==> src/rtl/csr_unit_pkg.sv <==
// Shared CSR definitions for csr_unit: operation codes and the fixed CSR address map.
package csr_unit_pkg;

   // Encoding follows funct3 so the decoder can pass it through; RSV (funct3=100) is never legal.
   typedef enum logic [2:0] {
      NA       = 3'd0,
      CSRRW    = 3'd1,
      CSRRS    = 3'd2,
      CSRRC    = 3'd3,
      CSRR_RSV = 3'd4,
      CSRRWI   = 3'd5,
      CSRRSI   = 3'd6,
      CSRRCI   = 3'd7
   } CsrOp_t;

   localparam logic [11:0] CSR_CYCLE     = 12'hC00;
   localparam logic [11:0] CSR_TIME      = 12'hC01;
   localparam logic [11:0] CSR_INSTRET   = 12'hC02;
   localparam logic [11:0] CSR_CYCLEH    = 12'hC80;
   localparam logic [11:0] CSR_TIMEH     = 12'hC81;
   localparam logic [11:0] CSR_INSTRETH  = 12'hC82;
   localparam logic [11:0] CSR_MCYCLE    = 12'hB00;
   localparam logic [11:0] CSR_MINSTRET  = 12'hB02;
   localparam logic [11:0] CSR_MCYCLEH   = 12'hB80;
   localparam logic [11:0] CSR_MINSTRETH = 12'hB82;
   localparam logic [11:0] CSR_MSCRATCH  = 12'h340;

   function automatic logic csr_is_imm(input CsrOp_t op);
      return (op == CSRRWI) || (op == CSRRSI) || (op == CSRRCI);
   endfunction

endpackage

==> src/rtl/csr_counter64.sv <==
// 64-bit free-running counter with independent low/high half write ports.
module csr_counter64 (
   input  logic        clk,
   input  logic        rst,
   input  logic        inc,
   input  logic        wr_lo,
   input  logic        wr_hi,
   input  logic [31:0] wdata,
   output logic [63:0] count
);

   logic [32:0] lo_sum;

   assign lo_sum = {1'b0, count[31:0]} + {32'd0, inc};

   // A half write wins over the increment for that half; the carry across halves is dropped.
   always_ff @(posedge clk or posedge rst) begin
      if (rst) begin
         count <= '0;
      end else if (wr_lo) begin
         count[31:0] <= wdata;
      end else if (wr_hi) begin
         count <= {wdata, lo_sum[31:0]};
      end else begin
         count <= {count[63:32] + {31'd0, lo_sum[32]}, lo_sum[31:0]};
      end
   end

endmodule

==> src/rtl/csr_unit.sv <==
// CSR responder: combinational old-value read, single clocked read-modify-write update.
// Optional feature macro CSR_INSTRET_EN adds the instret counter and its four addresses.
module csr_unit
   import csr_unit_pkg::*;
(
   input  logic        clk,
   input  logic        rst,
   input  logic        csr_en,
   input  CsrOp_t      csr_op,
   input  logic [11:0] csr_addr,
   input  logic [4:0]  rs1_idx,
   input  logic [31:0] rs1_data,
   input  logic        instret_inc,
   output logic [31:0] rdata,
   output logic        illegal
);

   logic [63:0] cycle_q;
   logic [31:0] mscratch_q;
   logic [31:0] old_val;
   logic [31:0] src;
   logic [31:0] new_val;
   logic        mapped;
   logic        op_ok;
   logic        wr_req;
   logic        we;

`ifdef CSR_INSTRET_EN
   logic [63:0] instret_q;
   logic        ins_wr_lo;
   logic        ins_wr_hi;
`else
   logic        unused_instret_inc;
   assign unused_instret_inc = instret_inc;
`endif

   always_comb begin
      mapped  = 1'b1;
      old_val = 32'd0;
      case (csr_addr)
         CSR_CYCLE, CSR_TIME, CSR_MCYCLE:    old_val = cycle_q[31:0];
         CSR_CYCLEH, CSR_TIMEH, CSR_MCYCLEH: old_val = cycle_q[63:32];
         CSR_MSCRATCH:                       old_val = mscratch_q;
`ifdef CSR_INSTRET_EN
         CSR_INSTRET, CSR_MINSTRET:          old_val = instret_q[31:0];
         CSR_INSTRETH, CSR_MINSTRETH:        old_val = instret_q[63:32];
`endif
         default:                            mapped  = 1'b0;
      endcase
   end

   assign src = csr_is_imm(csr_op) ? {27'd0, rs1_idx} : rs1_data;

   always_comb begin
      op_ok   = 1'b1;
      new_val = old_val;
      case (csr_op)
         CSRRW, CSRRWI: new_val = src;
         CSRRS, CSRRSI: new_val = old_val | src;
         CSRRC, CSRRCI: new_val = old_val & ~src;
         default:       op_ok   = 1'b0;
      endcase
   end

   // Set/clear with x0/zimm=0 is a pure read, which keeps read-only CSRs readable via CSRRS.
   assign wr_req  = (csr_op == CSRRW) || (csr_op == CSRRWI) || (rs1_idx != 5'd0);
   assign illegal = csr_en && (!op_ok || !mapped || (wr_req && (csr_addr[11:10] == 2'b11)));
   assign rdata   = illegal ? 32'd0 : old_val;
   assign we      = csr_en && !illegal && wr_req;

   csr_counter64 u_cycle (
      .clk   (clk),
      .rst   (rst),
      .inc   (1'b1),
      .wr_lo (we && (csr_addr == CSR_MCYCLE)),
      .wr_hi (we && (csr_addr == CSR_MCYCLEH)),
      .wdata (new_val),
      .count (cycle_q)
   );

`ifdef CSR_INSTRET_EN
   assign ins_wr_lo = we && (csr_addr == CSR_MINSTRET);
   assign ins_wr_hi = we && (csr_addr == CSR_MINSTRETH);

   // An instruction writing minstret(h) does not count itself.
   csr_counter64 u_instret (
      .clk   (clk),
      .rst   (rst),
      .inc   (instret_inc && !(ins_wr_lo || ins_wr_hi)),
      .wr_lo (ins_wr_lo),
      .wr_hi (ins_wr_hi),
      .wdata (new_val),
      .count (instret_q)
   );
`endif

   always_ff @(posedge clk or posedge rst) begin
      if (rst) begin
         mscratch_q <= 32'd0;
      end else if (we && (csr_addr == CSR_MSCRATCH)) begin
         mscratch_q <= new_val;
      end
   end

endmodule
==> config.mk <==
export PLATFORM = sky130hd
export DESIGN_NAME = csr_unit
export DESIGN_NICKNAME = d
export VERILOG_FILES = /design/src/rtl/csr_unit_pkg.sv /design/src/rtl/csr_counter64.sv /design/src/rtl/csr_unit.sv
export SDC_FILE = /design/constraint.sdc
export NUM_CORES = 1
export LEC_CHECK = 0
export BUFFER_PORTS_ARGS = -buffer_cell sky130_fd_sc_hd__buf_2
export CORE_UTILIZATION = 55
export DETAILED_ROUTE_END_ITERATION = 6
export PLACE_DENSITY = 0.85
export SETUP_SLACK_MARGIN = 0.5
export SYNTH_ARGS = -nofsm -noshare
export SYNTH_HDL_FRONTEND = slang
export SYNTH_SLANG_ARGS = --single-unit
==> constraint.sdc <==
create_clock -name clk -period 6.4 [get_ports clk]
set_clock_uncertainty 0.1 [all_clocks]
set_input_delay 1.6 -clock clk [delete_from_list [all_inputs] [get_ports clk]]
set_output_delay 1.6 -clock clk [all_outputs]
set_load 0.05 [all_outputs]
## Word-level counts from Yosys, hierarchy flattened

Index checks and enable logic that the tools add are counted.

| cells by class | value |
|---|---|
| add/subtract/negate cells | 2 |
| equal/unequal tests | 14 |
| muxes and demuxes | 8 |
| bitwise operators | 3 |
| reduce and logical (&&, ||, !) cells | 24 |

Operator list:

| kind | count |
|---|---|
| $pmux 32 s3 | 2 |
| $mux 32 | 3 |
| $eq 12x12->1 const B | 6 |
| $mux 64 | 1 |
| $add 32x1->33 const B | 1 |
| $add 32x1->32 | 1 |
| $and 32x32->32 | 1 |
| $not 32->32 | 1 |
| $or 32x32->32 | 1 |
| $eq 12x10->1 const B | 1 |
| $eq 3x3->1 const B | 3 |
| $logic_and 1x1->1 | 7 |
| $reduce_or 7->1 | 1 |
| $eq 3x2->1 const B | 2 |
| $logic_or 1x1->1 | 6 |
| $reduce_or 2->1 | 3 |
| $reduce_or 3->1 | 2 |
| $reduce_or 6->1 | 1 |
| $reduce_bool 5->1 | 1 |
| $eq 3x1->1 const B | 1 |
| $logic_not 1->1 | 3 |
| $eq 2x2->1 const B | 1 |
| $mux 1 | 2 |

| storage, ports and cells | value |
|---|---|
| flip-flop bits (word level) | 96 |
| input bits | 56 |
| word-level logic and storage cells | 54 |

## Depth between registers and ports, before layout

| logic depth | value |
|---|---|
| word-level depth | 13 |
| mapped depth | 14 |

## By module

A second synthesis with hierarchy kept.

| second synthesis, totals | value |
|---|---|
| cell total of the unflattened synthesis | 952 |
| area total of the unflattened synthesis | 7463.4 µm² |

Modules (own cells, without submodules):

| module | instances | cells an instance | area an instance (µm²) |
|---|---|---|---|
| csr_counter64 | 1 | 433 | 3822.4 |
| csr_unit | 1 | 519 | 3641.0 |

## Worst setup path after synthesis

No wires, ideal clock.

| timing path | value |
|---|---|
| path kind | input-to-output |
| start point | input port rs1_idx[3] |
| end point | output port rdata[0] |
| data arrival time | 4.381 ns |
| required time | 4.700 ns |
| path slack | 0.319 ns |
| cell stages on the path | 7 |
| path buffers | 1 |
| path through | or4_1 > or3_1 > clkbuf_1 > a31oi_1 > o21ai_0 > o21a_1 > nor3_1 |

| between the ends | value |
|---|---|
| word-level cells in the longest chain between the ends | 6 |

RTL lines:

| item | RTL line | source |
|---|---|---|
| start: declaration | csr_unit.sv:11 | `input logic [4:0] rs1_idx,` |
| $reduce_bool 5->1 | csr_unit.sv:66 | `assign wr_req = (csr_op == CSRRW) \|\| (csr_op == CSRRWI) \|\| (rs1_idx != 5'd0);` |
| $logic_or 1x1->1 | csr_unit.sv:66 |  |
| $logic_and 1x1->1 | csr_unit.sv:67 | `assign illegal = csr_en && (!op_ok \|\| !mapped \|\| (wr_req && (csr_addr[11:10] == 2'b11)));` |
| $logic_or 1x1->1 | csr_unit.sv:67 |  |
| $logic_and 1x1->1 | csr_unit.sv:67 |  |
| via illegal | csr_unit.sv:15 | `output logic illegal` |
| $mux 32 | csr_unit.sv:68 | `assign rdata = illegal ? 32'd0 : old_val;` |
| end: declaration | csr_unit.sv:14 | `output logic [31:0] rdata,` |

The timed path passes the listed nets, and every way through them passes these cells.

## Worst setup path in the final report

| timing path | value |
|---|---|
| start point | input port rs1_idx[3] |
| end point | output port rdata[21] |

| between the ends | value |
|---|---|
| word-level cells in the longest chain between the ends | 6 |

RTL lines:

| item | RTL line |
|---|---|
| $reduce_bool 5->1 | csr_unit.sv:66 |
| $logic_or 1x1->1 | csr_unit.sv:66 |
| $logic_and 1x1->1 | csr_unit.sv:67 |
| $logic_or 1x1->1 | csr_unit.sv:67 |
| $logic_and 1x1->1 | csr_unit.sv:67 |
| $mux 32 | csr_unit.sv:68 |

No other way between the ends.

==> results by group <==
Global routing
  • Vias in the first global route: between 6k and 7k
  • GRT overflow: 0
  • Antenna violations before repair: 0
  • Gr usage total: 0.3397
  • Largest net degree at the start of global routing: 56
  • First-pass GRT wire length: 34.41 mm

Power
  • Pwr Density: 171.5 nW/um2
  • P_leak: about 0.0031 uW
  • Overall power: 1341 uW
  • VDD IR-drop max: around 0.094 mV

Final layout
  • Layout cell share with drive strength beyond 1: 0.1866
  • Fin nets: 1010
  • Antenna cells: 0
  • Area Growth Syn to Fin: 11.57%
  • Most common cell after layout, fill and taps aside: nand2_1
  • Commonest cells after routing, fill and taps aside: 135 x nand2_1, 96 x dfrtp_1, 87 x buf_2
  • Fillers: 1041

Synth
  • Most used DFF post-synth: dfrtp_1
  • Syn Inst Count: 899
  • Largest area contributor in the netlist: dfrtp_1
  • Asr flop ratio synth: 1.000
  • Synth Warn #: 0
  • Post-synthesis sequential area ratio: 0.3427
  • Yosys top cell area share: 0.3427
  • Area contributors post-synth: dfrtp_1 34%, nand2_1 7.2%, o21ai_0 5.6%
  • Net Count, Synth: 958
  • #FFs+latches synth: 96
  • Post-synth cell types: 56
  • Synth Cell Area: 7010 um2
  • Post-synth EDFFs: 0
  • Synth Area per Inst: 7.798 um2

Worst hold path
  • Hold_sp: mscratch_q[11]
  • Worst min-delay path class: flip-flop to flip-flop

Floorplanning
  • Row cnt: 40
  • Die area: 13200 um2
  • Die Ht: ~110 um
  • Initial core utilization: 0.5741
  • Core Region: 12210 um2
  • Width of the die: roughly 110 um
  • Num ports: 89

Setup path
  • Worst Path Max Fanout: 31
  • Crit. End Element: output pin
  • Nature of the critical path startpoint: primary input
  • R2r setup slk: between 2 and 2.5 ns
  • Reg-to-Reg End: u_cycle.count[62]
  • Worst r2r src: u_cycle.count[2]
  • Critical path destination: rdata[21]
  • Critical path class: primary input to output pin
  • Reg2Reg Depth: 13
  • WP data required: 4.70 ns
  • CP Launch Point: rs1_idx[3]
  • WP data arrival: 3.93 ns

Route
  • Met2 Wirelength: 9.790 mm
  • Met3 WL post-DR: approximately 2.6 mm
  • Top Metal Used: met4
  • Initial DRT Pass Iterations: 5
  • WL met1: between 8 and 9 mm
  • # DRC: 0
  • Via count: 7276
  • Number of antenna-violating nets in the routed design: 0
  • Vias/cell: 6.485
  • Detailed Route WL: between 20 and 25 mm
  • WL/cell: 19.22 um
  • Initial DRC count: 829

Clock network
  • Setup Buffers After CTS: 0
  • Total number of H-tree levels: 3
  • Clock Latency Late Sink: approximately 0.34 ns
  • Clk sink count: 96
  • Clock transition at path regs: around 0.06 ns
  • CTS buffer count: 9
  • CTS tree: yes
  • Clock Tree Buf Depth: 2
  • CTS root buf: clkbuf_16

Status
  • Status: finished, final reports clean

STA
  • Crit share post-route: 0.8803
  • Hold Violations, Final: 0
  • # setup viols final: 0
  • Worst-margin pin slew: between 0.9 and 1 ns
  • Final Slew Violations: 0
  • Setup TNS: 0 ns
  • Worst slew margin: 0.3326
  • Minimum clock period: about 5.6 ns
  • Max Clock Freq: between 150 and 200 MHz
  • RSZ-0062 raised after global routing: false

Job
  • Max-cap violations: 0

Placement
  • DP Wirelength: 15.19 mm
  • Port Buffers: 87
  • Routability Congestion: 0.9431
[per-layer routing]
metal / global-route usage / vias to the layer above
li1: - / 3331
met2: 0.5189 / 489
met4: 0.1238 / 0
met1: 0.4762 / 3407
met3: 0.07222 / 49
met5: 0 / -
[critical path: stages]
cell,delay [ns]
buf_2,0.10
or4_1,0.59
or3_1,0.42
a31oi_1,0.18
o21ai_0,0.12
a21o_2,0.43
nor2_1,0.19
buf_2,0.28
[Yosys cell counts (all sizes together) (3+ instances only)]
master   number
ha            3
a31oi         4
mux2         33
or2          16
clkbuf       46
a2bb2oi       3
mux2i         6
a22oi        34
nand2       135
xnor2        36
and2          4
inv           8
nor4         13
o21ai        78
nor2         85
or3           4
xor2         13
nor3         17
buf          15
a21oi        63
and4          6
o22ai        22
or4           4
o211ai        8
a211oi        7
a21o          5
nand4        26
dfrtp        96
nor2b        13
and3         13
nand2b       17
o31ai         4
nand3        42
[layout make-up]
cell class	count	area [um2]	share of cell area
tap	168	210.2	0.02688
clock inverter	1	5.005	0.0006399
timing repair buffer	102	560.5	0.07167
multi-input combinational	734	4360	0.5575
clock buffer	13	250.2	0.03199
inverter	8	32.53	0.004159
sequential	96	2402	0.3072
[registers in the layout, indices dropped and copies added (netlist names)]
name	count
mscratch_q	32
u_cycle.count	64
[worst min path at each step]
| stage | end | cells past startpoint |
|---|---|---|
| 2_1_floorplan | mscratch_q[15] | 2 |
| 3_3_place_gp | mscratch_q[12] | 2 |
| 3_5_place_dp | mscratch_q[18] | 2 |
| 4_1_cts | mscratch_q[18] | 2 |
| 5_1_grt | mscratch_q[24] | 2 |
| 6_report | mscratch_q[11] | 2 |
[logic make-up (layout without fill, tap and decap cells)]
kind of cell	Yosys count	count (layout)	synth area share
simple gates	406	406	0.2857
compound gates	237	237	0.2042
flops	96	96	0.3427
buf+inv	69	124	0.03927
xor+xnor	49	49	0.06122
mux	39	39	0.06158
fa+ha+maj	3	3	0.005355
[through the flow]
stage | util | cell area, um2 | hold slack (ns) | setup slack (ns) | cells
floorplan | - | 7015 | 0.3489 | 0.7441 | 899
finish | 0.6405 | 7821 | 0.3807 | 0.7664 | 1122
global route | 0.6405 | 7821 | 0.4006 | 0.6081 | 1122
CTS | 0.6404 | 7820 | 0.3842 | 0.5959 | 1122
detailed placement | 0.6195 | 7565 | 0.3707 | 0.6054 | 1108
global placement | 0.6195 | 7565 | 0.3612 | 0.7111 | 1108
[power by group]
part	internal, uW	switching, uW
Sequential	626	23.6
Clock	270	221
Combinational	81.1	120
Total	977	365
[what timing repair did]
item / 4_1_cts / 5_1_grt
gates resized for setup: 0 / 1
hold buffers: 0 / 0
setup endpoints to repair: 0 / 31
Note: power is estimated with default switching activity, not from simulation.
